**src/rtl/data_cache_controller.sv**
```systemverilog
// Direct-mapped, write-back, write-allocate data cache with byte/half/word access.
// Hits complete combinationally in IDLE; misses stall via busywait while the FSM refills the line.
module data_cache_controller #(
  parameter int INDEX_BITS = 3
) (
  input  logic          clock,
  input  logic          reset,
  input  logic [3:0]    read,
  input  logic [2:0]    write,
  input  logic [31:0]   address,
  input  logic [31:0]   writedata,
  output logic [31:0]   readdata,
  output logic          busywait,
  output logic          misaligned,
  output logic          mem_read,
  output logic          mem_write,
  output logic [27:0]   mem_address,
  output logic [127:0]  mem_writedata,
  input  logic [127:0]  mem_readdata,
  input  logic          mem_busywait
);

  localparam int SETS  = 1 << INDEX_BITS;
  localparam int TAG_W = 28 - INDEX_BITS;

  typedef enum logic [1:0] {IDLE, WRITEBACK, ALLOCATE, UPDATE} state_t;

  state_t state, next_state;

  logic [SETS-1:0]       valid, dirty;
  logic [TAG_W-1:0]      tags  [SETS];
  logic [127:0]          lines [SETS];
  logic [127:0]          fill_block;

  logic [INDEX_BITS-1:0] idx;
  logic [TAG_W-1:0]      tag;
  logic [31:0]           sel_word;
  logic                  load_en, store_en, access, hit, idle_hit, load_hit, store_hit;

  function automatic logic [31:0] extend_load(input logic [31:0] word, input logic [1:0] offs,
                                              input logic [2:0] funct3);
    logic signed [7:0]  b;
    logic signed [15:0] h;
    logic signed [31:0] r;
    b = word[{offs, 3'b000} +: 8];
    h = offs[1] ? word[31:16] : word[15:0];
    case (funct3)
      3'b000:  r = 32'(b);
      3'b100:  r = {24'h0, b};
      3'b001:  r = 32'(h);
      3'b101:  r = {16'h0, h};
      default: r = word;
    endcase
    return r;
  endfunction

  function automatic logic [127:0] merge_store(input logic [127:0] line, input logic [1:0] word_sel,
                                               input logic [1:0] offs, input logic [1:0] size,
                                               input logic [31:0] data);
    logic [31:0] w;
    w = line[{word_sel, 5'b00000} +: 32];
    case (size)
      2'b00:   w[{offs, 3'b000} +: 8] = data[7:0];
      2'b01:   if (offs[1]) w[31:16] = data[15:0]; else w[15:0] = data[15:0];
      default: w = data;
    endcase
    line[{word_sel, 5'b00000} +: 32] = w;
    return line;
  endfunction

  assign idx      = address[3+INDEX_BITS:4];
  assign tag      = address[31:4+INDEX_BITS];
  assign load_en  = read[3] & ~write[2];
  assign store_en = write[2] & ~read[3];
  assign sel_word = lines[idx][{address[3:2], 5'b00000} +: 32];

  always_comb begin
    misaligned = 1'b0;
    if (load_en) begin
      case (read[2:0])
        3'b000, 3'b100: misaligned = 1'b0;
        3'b001, 3'b101: misaligned = address[0];
        default:        misaligned = |address[1:0];
      endcase
    end else if (store_en) begin
      case (write[1:0])
        2'b00:   misaligned = 1'b0;
        2'b01:   misaligned = address[0];
        default: misaligned = |address[1:0];
      endcase
    end
  end

  assign access    = (load_en | store_en) & ~misaligned;
  assign hit       = valid[idx] && (tags[idx] == tag);
  assign idle_hit  = (state == IDLE) && hit;
  assign load_hit  = access && load_en && idle_hit;
  assign store_hit = access && store_en && idle_hit;

  // Outputs seen by the pipeline are forced quiet while reset is held
  assign busywait = access && !idle_hit && !reset;
  assign readdata = (load_hit && !reset) ? extend_load(sel_word, address[1:0], read[2:0]) : 32'h0;

  always_comb begin
    next_state    = state;
    mem_read      = 1'b0;
    mem_write     = 1'b0;
    mem_address   = address[31:4];
    mem_writedata = lines[idx];
    case (state)
      IDLE: begin
        if (access && !hit)
          next_state = (valid[idx] && dirty[idx]) ? WRITEBACK : ALLOCATE;
      end
      WRITEBACK: begin
        mem_write   = 1'b1;
        mem_address = {tags[idx], idx};
        if (!mem_busywait) next_state = ALLOCATE;
      end
      ALLOCATE: begin
        mem_read = 1'b1;
        if (!mem_busywait) next_state = UPDATE;
      end
      UPDATE:  next_state = IDLE;
      default: next_state = IDLE;
    endcase
  end

  always_ff @(posedge clock) begin
    if (reset) begin
      state <= IDLE;
      valid <= '0;
      dirty <= '0;
    end else begin
      state <= next_state;
      if (state == UPDATE) begin
        valid[idx] <= 1'b1;
        dirty[idx] <= 1'b0;
      end else if (store_hit) begin
        dirty[idx] <= 1'b1;
      end
    end
  end

  // Line/tag storage carries no reset; valid bits alone qualify its contents
  always_ff @(posedge clock) begin
    if (state == ALLOCATE && !mem_busywait)
      fill_block <= mem_readdata;
    if (state == UPDATE) begin
      lines[idx] <= fill_block;
      tags[idx]  <= tag;
    end else if (store_hit) begin
      lines[idx] <= merge_store(lines[idx], address[3:2], address[1:0], write[1:0], writedata);
    end
  end

endmodule

```
**config.mk**
```make
export PLATFORM = sky130hd
export DESIGN_NAME = data_cache_controller
export DESIGN_NICKNAME = d
export VERILOG_FILES = /design/src/rtl/data_cache_controller.sv
export SDC_FILE = /design/constraint.sdc
export NUM_CORES = 2
export LEC_CHECK = 0
export ABC_AREA = 0
export CAP_MARGIN = 20
export CORE_MARGIN = 2
export CORE_UTILIZATION = 55
export CTS_CLUSTER_DIAMETER = 100
export DETAILED_ROUTE_END_ITERATION = 8
export PLACE_DENSITY = 0.75
export SLEW_MARGIN = 40
export SYNTH_ARGS = -nofsm -noshare
export SYNTH_HDL_FRONTEND = slang
export SYNTH_SLANG_ARGS = --single-unit
```
**constraint.sdc**
```tcl
create_clock -name clock -period 25.5 [get_ports clock]
set_clock_uncertainty 0.15 [all_clocks]
set_input_delay 7.65 -clock clock [delete_from_list [all_inputs] [get_ports clock]]
set_output_delay 7.65 -clock clock [all_outputs]
set_load 0.005 [all_outputs]
```
==> qor.yml <==
sta:
  maxSlewViolCount: 0
  clock.fmax_mhz: 47.4
  final.min_clock_period_ps: 21110
  setup_viol: 0
  grt_setup_unrepaired: "no"
  layout_worst_path_cycle_share_pct: 82.8
  hold_viol_final: 0
  max_slew_headroom_pct: 33.2
  fin_tns_setup_ps: 0
  worst_slew_pin_slew_ps: 1000
drt:
  wl_per_cell_um: 35.6
  drt-met1-wl_mm: 66.9
  drt_wl_total_mm: 193
  antenna_left: 0
  num_vias: 38237
  met2WireLength_mm: 84.8
  detail_route.iter0.violations: 6685
  top_layer_used: "met5"
  detail_route.vias_per_cell: 7.03
  drt_pre_antenna_iters: 7
  dr_wl_met3_mm: 31.0
  drc_errors: 0
placement:
  gp_routability_congestion: 0.993
  port_buffers: 393
  post-dp-hpwl_mm: 121
  placed_cell_area_sq_um: 63200
  numPlacedInstances: 5187
global_routing:
  antenna_found_initial: 17
  grt_max_degree: 112
  groute.usage.overall_pct: 35.5
  number_of_global_route_vias_before_repair: 36436
  grt_overflow_total: 0
  grt_pass1_wl_mm: 269
clock_network:
  clock_sinks: 1370
  cts_resized: 0
  clkTransAtPathRegs_ps: 60
  insertion_delay_ps: 780
  cts.path.max_buffers: 3
  cts.repair_timing.setup_buffer_count: 0
  cts_root_buffer: "clkbuf_16"
  cts_hold_buf: 0
  tritoncts: "built"
  h-tree-depth: 4
  number_of_buffers_added_by_the_clock_tree_synthesis_step: 141
setup_path:
  arrival_time_of_data_at_the_critical_path_endpoint_ps: 13310
  regToRegSetupSlack_ps: 19690
  worstRegToRegCells: 10
  r2r-end: "lines[4][4]"
  worst-endpoint-required_ps: 17700
  timing.critical_path.fanout_max: 90
  start_kind: "input pin"
  path_class: "input pin to output pin"
  worst_flop_to_flop_path_startpoint: "tags[5][24]"
  worstSetupEndpointType: "output pin"
synthesis:
  number_of_register_bits_inferred_by_synthesis: 1370
  synth_top_area_cell: "edfxtp_1"
  synthDominantCellAreaShare_pct: 70.3
  yosysUniqueCellTypes: 94
  synth.yosys.warnings: 0
  synthesized_instance_count: 3552
  yosysMostFrequentCell: "edfxtp_1"
  post_synth_instance_area_sq_um: 57800
  async_reset_ff_share_pct: 0
  synth.avg_cell_area_sq_um: 16.3
  ys_top_cells_by_area: "edfxtp_1, mux2_2, mux2i_1, mux4_2, a221oi_1"
  edff_count_synth: 1352
  yosys-top-cells-count: "edfxtp_1, mux2_2, nand2_1, clkbuf_1, mux2i_1"
  yosys_most_used_dff: "edfxtp_1"
  synth.yosys.seq_area_share_pct: 70.9
  synth_nets: 3770
worst_hold_path:
  worst_hold_path.num_cells: 1
  holdPathEnd: "valid[2]"
  min_path_type: "flip-flop to flip-flop"
  hold_start: "valid[2]"
floorplan:
  fp.dieArea_sq_um: 108000
  io_pins: 394
  floorplan.core_area_sq_um: 104000
  effective_utilization_at_floorplan_pct: 55.7
  std_cell_rows: 118
  fp.dieH_um: 328
  floorplan.die.width_um: 328
power:
  ir_worst_vdd_mv: 0.0564
  power.leakage_nw: 22.3
  pwr_density_cell_nw_per_um2: 79.1
layout:
  drive_above_1_share_pct: 17.9
  finalNonFillerCells: 5438
  nFillCells: 7094
  design.final.nets: 4169
  post_route_cell_area_sq_um: 67700
  synthToLayoutAreaGrowth_pct: 17.3
outcome:
  status: "completed"
run:
  count_of_max_cap_constraint_violations: 0
==> how the worst max path moves through the flow <==
stage / startpoint / endpoint / cells past startpoint
after CTS: address[4] / readdata[4] / 13
after detailed placement: address[4] / readdata[4] / 13
after global placement: address[4] / readdata[10] / 13
final: address[4] / readdata[4] / 13
after floorplan: address[4] / readdata[21] / 15
after global routing: address[4] / readdata[14] / 13
==> layout make-up <==
class	count	area, sq um	share of cell area, %
antenna	1	2.50	0.00369
clock buffer	169	3680	5.43
clock inverter	80	811	1.20
inverter	85	323	0.476
multi-input combinational	1846	15400	22.7
sequential	1370	41000	60.5
tap	1380	1730	2.55
timing repair buffer	507	4880	7.21
==> power by group <==
part / switching [W] / internal, W / leakage (nW) / total [W]
logic: 0.000426 / 0.000224 / 7.72 / 0.000650
clock network: 0.000867 / 0.00116 / 2.20 / 0.00203
registers: 0.0000411 / 0.00264 / 12.3 / 0.00268
==> cells by family after synthesis <==
kind of cell	after synthesis	share of synthesized area, %
compound gates	873	11.6
xor+xnor	18	0.273
fa+ha+maj	16	0.347
buf+inv	336	2.94
flops	1370	70.9
mux	464	9.91
simple gates	475	4.06
==> per-stage QoR <==
stage	power (W)	setup WS (ps)	util [%]	hold WS [ps]
after CTS	0.00534	4580	65.3	317
final	0.00536	4390	65.3	318
after detailed placement	0.00335	4610	60.9	304
after global placement	0.00333	4310	60.7	292
after floorplan	0.00303	7180	-	285
after global routing	0.00548	4260	65.3	334
==> metal layers <==
layer / vias to the layer above / track usage (%)
li1: 15270 / -
met3: 646 / 13.7
met5: - / 0
met2: 3350 / 52.0
met4: 22 / 16.6
met1: 18949 / 47.0
==> state kept, by name, indices dropped and copies added, names as in the netlist, named ones only <==
register    flops
lines        1024
fill_block    128
tags          200
state           2
valid           8
==> worst max-delay path: stages <==
cell	delay, ps
buf_8	520
buf_4	770
and3b_1	880
buf_4	400
a22o_1	170
nor3_1	80
xor2_1	140
nand3_1	130
nor4_2	500
nand4_1	170
buf_4	330
a211oi_1	790
clkdlybuf4s50_1	670
==> cells in the final DEF (no fill, tap or decap), types with 77 or more instances in the layout <==
master,instances
mux2i_1,127
edfxtp_1,1352
clkbuf_16,143
nand2_1,157
nor2_1,116
mux2_2,269
a21oi_1,83
inv_1,79
a22o_1,77
o21ai_0,100
a221oi_1,118
clkdlybuf4s50_1,387
buf_4,90
a22oi_1,121
Power figures use the tool's default switching activity.
